File: src/rtl/fp_minmax_seq.sv
// rtl/fp_minmax_seq.sv - streams a DLFloat16 burst through a min/max compare and returns the winner and its index
module fp_minmax_seq #(
  parameter int CNT_W = 8
) (
  input  logic             clk,
  input  logic             rst,
  input  logic             start,
  input  logic [CNT_W-1:0] len,
  input  logic             mode,
  input  logic             abort,
  input  logic [15:0]      in_data,
  input  logic             in_valid,
  output logic             in_ready,
  output logic [15:0]      res_data,
  output logic [CNT_W-1:0] res_idx,
  output logic             res_valid,
  input  logic             res_ready,
  output logic             busy
);

  typedef enum logic [1:0] {
    S_IDLE,
    S_RUN,
    S_DONE
  } state_t;

  state_t           state_q, state_d;
  logic [CNT_W:0]   cnt_q, cnt_d;
  logic [CNT_W-1:0] len_q, len_d;
  logic [CNT_W-1:0] best_idx_q, best_idx_d;
  logic             mode_q, mode_d;
  logic [15:0]      best_q, best_d;
  logic             better;

  // Strict "a < b": sign first (-0 below +0), then magnitude, reversed for negatives.
  function automatic logic fp_lt(input logic [15:0] a, input logic [15:0] b);
    if (a[15] != b[15]) begin
      return a[15];
    end else if (a[15]) begin
      return a[14:0] > b[14:0];
    end else begin
      return a[14:0] < b[14:0];
    end
  endfunction

  assign better = mode_q ? fp_lt(best_q, in_data) : fp_lt(in_data, best_q);

  always_comb begin
    state_d    = state_q;
    cnt_d      = cnt_q;
    len_d      = len_q;
    mode_d     = mode_q;
    best_d     = best_q;
    best_idx_d = best_idx_q;
    case (state_q)
      S_IDLE: begin
        if (start) begin
          len_d   = len;
          mode_d  = mode;
          cnt_d   = '0;
          state_d = S_RUN;
        end
      end
      S_RUN: begin
        if (abort) begin
          state_d = S_IDLE;
        end else if (in_valid) begin
          // Strict comparison keeps the earliest index on ties.
          if (cnt_q == '0 || better) begin
            best_d     = in_data;
            best_idx_d = cnt_q[CNT_W-1:0];
          end
          cnt_d = cnt_q + 1'b1;
          if (cnt_q == {1'b0, len_q}) begin
            state_d = S_DONE;
          end
        end
      end
      S_DONE: begin
        if (abort || res_ready) begin
          state_d = S_IDLE;
        end
      end
      default: state_d = S_IDLE;
    endcase
  end

  always_ff @(posedge clk or posedge rst) begin
    if (rst) begin
      state_q    <= S_IDLE;
      cnt_q      <= '0;
      len_q      <= '0;
      mode_q     <= 1'b0;
      best_q     <= '0;
      best_idx_q <= '0;
    end else begin
      state_q    <= state_d;
      cnt_q      <= cnt_d;
      len_q      <= len_d;
      mode_q     <= mode_d;
      best_q     <= best_d;
      best_idx_q <= best_idx_d;
    end
  end

  assign in_ready  = (state_q == S_RUN);
  assign busy      = (state_q != S_IDLE);
  assign res_valid = (state_q == S_DONE);
  assign res_data  = (state_q == S_DONE) ? best_q : '0;
  assign res_idx   = (state_q == S_DONE) ? best_idx_q : '0;

endmodule

File: config.mk
export PLATFORM = sky130hd
export DESIGN_NAME = fp_minmax_seq
export DESIGN_NICKNAME = d
export VERILOG_FILES = /design/src/rtl/fp_minmax_seq.sv
export SDC_FILE = /design/constraint.sdc
export NUM_CORES = 1
export LEC_CHECK = 0
export ABC_CLOCK_PERIOD_IN_PS = 2930
export CAP_MARGIN = 5
export CORE_MARGIN = 10
export CORE_UTILIZATION = 54
export CTS_CLUSTER_DIAMETER = 30
export DETAILED_ROUTE_END_ITERATION = 6
export HOLD_SLACK_MARGIN = 0.1
export PLACE_DENSITY = 0.92
export SYNTH_ARGS = -nofsm -noshare
export SYNTH_HDL_FRONTEND = slang
export SYNTH_SLANG_ARGS = --single-unit
File: constraint.sdc
create_clock -name clk -period 2.93 [get_ports clk]
set_input_delay 0.293 -clock clk [delete_from_list [all_inputs] [get_ports clk]]
set_output_delay 0.293 -clock clk [all_outputs]
set_load 0.005 [all_outputs]
# After elaboration in Yosys (flattened, before gate mapping)
# Index checks and enable logic that the tools add are counted.
[totals] reg_bits=44 in_bits=31 out_inout_bits=27
[op_classes] n_addsub=1 order_cmp=4 n_eq_ne=11 n_mux=17 bitwise=1 reduce_logical=10
[op_table] cell="greater-than comparator 15 bit" n=2
[op_table] cell="< comparator 15 bit" n=2
[op_table] cell="2-to-1 mux 9 bit" n=3
[op_table] cell="case mux 9 bit (2 select lines)" n=1
[op_table] cell="2-to-1 mux 16 bit" n=1
[op_table] cell="AND reduction 4 bit" n=3
[op_table] cell="2-to-1 mux 2 bit" n=5
[op_table] cell="adder 9 x 1 -> 9 bit (second input constant)" n=1
[op_table] cell="equality test 9 x 8 -> 1 bit" n=1
[op_table] cell="logical NOT 9 bit" n=1
[op_table] cell="2-to-1 mux 8 bit" n=1
[op_table] cell="!= test 2 bit (second input constant)" n=3
[op_table] cell="case mux 2 bit (3 select lines)" n=1
[op_table] cell="2-to-1 mux 1 bit" n=5
[op_table] cell="nonzero test 2 bit" n=2
[op_table] cell="!= test 3 x 2 -> 1 bit (second input constant)" n=1
[op_table] cell="!= test 3 bit (second input constant)" n=1
[op_table] cell="equality test 2 x 1 -> 1 bit (second input constant)" n=1
[op_table] cell="equality test 2 bit (second input constant)" n=1
[op_table] cell="logical NOT 2 bit" n=1
[op_table] cell="logical OR 1 bit" n=2
[op_table] cell="!= test 1 bit" n=2
[op_table] cell="!= test 2 x 1 -> 1 bit (second input constant)" n=1
[op_table] cell="AND reduction 2 bit" n=1
[op_table] cell="NOT 1 bit" n=1

# Depth between registers and ports, before layout
[depth] depth_word=6 mapped_depth=10 ltp_nobuf=8

# Worst setup path before layout
# No wires, ideal clock.
[synth_path] path_type="register to register" start="reg best_q[14]" end="reg best_idx_q[0]" arrival_ns=2.049 required_time_ns=2.796 setup_slack_ns=0.746 stages_incl_launch_ff=11 n_path_buf=2 synth_period_minus_slack_ns=2.184 cell_sequence="dfrtp_1 inv_1 ha_1 nand4_4 nor3_4 nor3_2 a221o_1 buf_6 clkbuf_1 o2111ai_1 o211ai_2"
[synth_via] elab_chain_len=6 elab_cells_between_ends=11
[synth_lines] item="start, declared" line="32" text="logic [15:0] best_q, best_d;"
[synth_lines] item="start signal, assigned" line="101" text="best_q <= best_d;"
[synth_lines] item="< comparator 15 bit or greater-than comparator 15 bit (tied branches)" line="42, 40"
[synth_lines] item="2-to-1 mux 1 bit" line="39" text="end else if (a[15]) begin"
[synth_lines] item="2-to-1 mux 1 bit" line="37" text="if (a[15] != b[15]) begin"
[synth_lines] item="2-to-1 mux 1 bit (*)" line="46" text="assign better = mode_q ? fp_lt(best_q, in_data) : fp_lt(in_data, best_q);"
[synth_lines] item="logical OR 1 bit (*)" line="69" text="if (cnt_q == '0 || better) begin"
[synth_lines] item="AND reduction 4 bit (no source line) (*)"
[synth_lines] item="end signal, assigned" line="102" text="best_idx_q <= best_idx_d;"
[synth_lines] item="end, declared" line="30" text="logic [CNT_W-1:0] best_idx_q, best_idx_d;"
# Every way passes the cells marked *; elsewhere a longest branch is shown, timed or not.
# A chain may end at the register's enable or synchronous reset.

# Final worst setup path
[layout_path] start="reg best_q[6]" end="reg best_idx_q[3]"
# Same word-level chain as after synthesis.

==> impl_metrics.sql <==
INSERT INTO impl_metrics (metric_group, metric, value, unit) VALUES
('outcome', 'outcome', 'complete, no violations', ''),
('logic_synthesis', 'synth_fa_ha_area_share', '6.367', '%'),
('cells_and_area', 'highest_count_cells_in_the_layout_ignoring_fill_and_taps', 'sky130_fd_sc_hd__clkdlybuf4s50_1, sky130_fd_sc_hd__and2_1, sky130_fd_sc_hd__dfrtp_1', ''),
('timing', 'fmax', '0.3583', 'GHz'),
('cells_and_area', 'design.final.nets', '452', ''),
('route', 'detailedRoute.firstIterationViolations', '428', ''),
('pwr', 'vdd_ir_drop_max', '0.0005129', 'V'),
('logic_synthesis', 'syn-num-nets', '401', ''),
('route', 'route.final.wire_length', '9.656', 'mm'),
('floorplanning', 'die_x_extent', '98.66', 'um'),
('logic_synthesis', 'synth_xor_xnor_area_share', '3.933', '%'),
('cts', 'cts.sinks', '44', ''),
('global_routing', 'grt_pass1_wl', '16.06', 'mm'),
('floorplanning', 'effective_utilization_at_floorplan', '56.09', '%'),
('floorplanning', 'overall_die_area', '0.009733', 'sq mm'),
('critical_path', 'crit-reg2reg-launch', 'best_q[6]', ''),
('timing', 'post_route_clock_period_utilization', '95.25', '%'),
('logic_synthesis', 'combinational_family_with_the_most_area_after_synthesis', 'compound AO/OA/AOI/OAI gates', ''),
('critical_path', 'cp_data_arrival_time', '2.93', 'ns'),
('route', 'ant_nets', '0', ''),
('timing', 'final.setup.tns', '0', 'ns'),
('logic_synthesis', 'synthesis.yosys.warnings', '0', ''),
('placement', 'place.detailed.hpwl', '6.686', 'mm'),
('logic_synthesis', 'synth_async_sr_flop_share', '100.0', '%'),
('floorplanning', 'ioPinCount', '58', ''),
('timing', 'timing.slew.headroom', '45.34', '%'),
('critical_path', 'endpoint', 'best_idx_q[3]', ''),
('route', 'post_drt_wl_per_cell', '20.12', 'um'),
('global_routing', 'largest_net_degree_at_the_start_of_global_routing', '45', ''),
('critical_path', 'cp_data_required_time', '3.07', 'ns'),
('placement', 'post-place-cells', '472', ''),
('critical_path', 'cp_max_fo', '24', ''),
('timing', 'setup_viol', '0', ''),
('cells_and_area', 'stdcell_count', '480', ''),
('cts', 'cts_buffer_depth', '2', ''),
('route', 'vias_per_cell', '6.671', ''),
('cells_and_area', 'layout-drive-gt1-share', '16.05', '%'),
('global_routing', 'grt_antenna_before_repair', '0', ''),
('logic_synthesis', 'synth-seq-cells', '44', ''),
('global_routing', 'globalRouteOverflowTotal', '0', ''),
('timing', 'setup_ws', '0.1391', 'ns'),
('floorplanning', 'fp.dieH', '98.66', 'um'),
('timing', 'finalHoldViolCount', '0', ''),
('hold_path', 'min-delay-path-class', 'primary input to asynchronous set/reset pin', ''),
('logic_synthesis', 'synth_flop_cell', 'sky130_fd_sc_hd__dfrtp_1', ''),
('critical_path', 'reg2regPathDepth', '8', ''),
('route', 'drt-pass1-iter-count', '4', ''),
('logic_synthesis', 'synth_compound_gate_area_share', '28.73', '%'),
('cells_and_area', 'mostFrequentLayoutCell', 'sky130_fd_sc_hd__clkdlybuf4s50_1', ''),
('logic_synthesis', 'portion_of_the_post_synthesis_area_used_by_sequential_elements', '32.96', '%'),
('timing', 'hold_ws', '0.4411', 'ns'),
('cells_and_area', 'final_core_utilization', '69.77', '%'),
('pwr', 'total_power', '3.185', 'mW'),
('logic_synthesis', 'post_synthesis_mux_area_share', '3.034', '%'),
('floorplanning', 'rows', '28', ''),
('cts', 'clk-insertion-delay-late', '0.31', 'ns'),
('flow_run', 'timing.max_cap.violations', '0', ''),
('cells_and_area', 'final_design_area_no_fill', '0.004155', 'sq mm'),
('cells_and_area', 'final.fill_count', '453', ''),
('cells_and_area', 'antenna-diode-count', '0', ''),
('critical_path', 'worstSetupPathType', 'flip-flop to flip-flop', ''),
('cts', 'clk_root_buffer_cell', 'sky130_fd_sc_hd__clkbuf_8', ''),
('logic_synthesis', 'synth-edff-count', '0', ''),
('timing', 'min_period', '2.791', 'ns'),
('cts', 'cts.reportedPaths.clkPinSlew', '0.09', 'ns'),
('cts', 'number_of_buffers_created_by_cts', '5', ''),
('placement', 'port-buffer-count', '57', ''),
('global_routing', 'vias_in_the_first_global_route', '3322', ''),
('logic_synthesis', 'post_synth.cell_area_avg', '9.464', 'sq um'),
('pwr', 'cellPowerDensity', '766.5', 'mW/mm^2'),
('floorplanning', 'core_area', '0.005956', 'sq mm');
[worst min-delay path by stage]
stage / depth (start not counted) / from / endpoint / slack (ns)
after floorplan: 1 / abort / state_q[1] / 0.36
after global placement: 1 / len_q[6] / len_q[6] / 0.51
after detailed placement: 1 / len_q[1] / len_q[1] / 0.52
after CTS: 3 / rst / best_idx_q[0] / 0.46
after global routing: 3 / rst / len_q[2] / 0.49
final: 3 / rst / len_q[3] / 0.44
[state kept, by name, indices dropped and copies added, names as in the netlist]
register	count
best_idx_q	8
best_q	16
cnt_q	9
len_q	8
mode_q	1
state_q	2
[metal layers]
| metal | global-route usage, % | vias to the layer above | share of wire [%] |
|---|---|---|---|
| met3 | 4.958 | 23 | 8.4 |
| met1 | 22.78 | 1556 | 39 |
| li1 | - | 1440 | - |
| met2 | 33.69 | 183 | 51 |
| met5 | 0 | - | 0 |
| met4 | 5.954 | 0 | 1.6 |
[synthesized netlist by cell type, drive strengths merged, types with 2 or more instances]
master   instances  area, sq um
and2            45        281.5
dfrtp           44         1101
o21ai           28        143.9
o211ai          25        287.8
a32oi           24        210.2
clkbuf          24        92.59
o2111ai         24        210.2
inv             18        67.56
ha              17        212.7
nor2            14        52.55
nand2           13        48.80
xor2            11        96.34
a21oi           10        53.80
mux2             9        101.4
nand4            7        58.81
buf              5        43.79
nand3            4        20.02
nor2b            4        25.02
nor4             4        25.02
xnor2            4        35.03
and3             2        12.51
nand3b           2        15.01
nor3             2        26.28
nor3b            2        25.02
nor4b            2        17.52
o21bai           2        18.77
[report_power, final]
group          internal, mW  switching, mW  total, mW
Combinational         0.582          0.999       1.58
Clock                 0.426          0.227      0.653
Sequential            0.777          0.174      0.950
[area by class of cell]
cell class,count,area (sq um),share of cell area [%]
multi-input cells,262,2043,49.17
flip-flops and latches,44,1101,26.50
repair buffers,73,690.7,16.62
well taps,75,93.84,2.258
clock inverters,3,90.09,2.168
clock buffers,5,68.82,1.656
inverters,18,67.56,1.626
[cells by family (layout without fill, tap and decap cells)]
| family | count (synthesis) | in the layout |
|---|---|---|
| AOI/OAI and AO/OA | 117 | 117 |
| and+or+nand+nor | 104 | 104 |
| buffers and inverters | 47 | 99 |
| DFF | 44 | 44 |
| adders and majority gates | 17 | 17 |
| xor gates and xnor gates | 15 | 15 |
| muxes | 9 | 9 |
[critical path, cell delays in order, from the launching register on]
cell and delay [ns]:
sky130_fd_sc_hd__dfrtp_1 0.40, sky130_fd_sc_hd__inv_1 0.06, sky130_fd_sc_hd__ha_1 0.30, sky130_fd_sc_hd__a21oi_1 0.17
sky130_fd_sc_hd__o21ai_0 0.15, sky130_fd_sc_hd__o21ai_1 0.33, sky130_fd_sc_hd__a221o_1 0.25, sky130_fd_sc_hd__o211a_2 0.72
sky130_fd_sc_hd__o211ai_1 0.24
[timing repair]
action | 4_1_cts | 5_1_grt
setup buffers | 0 | 0
resized for setup | 0 | 1
endpoints found under the setup margin | 0 | 24
Note: power is estimated with default switching activity, not from simulation.
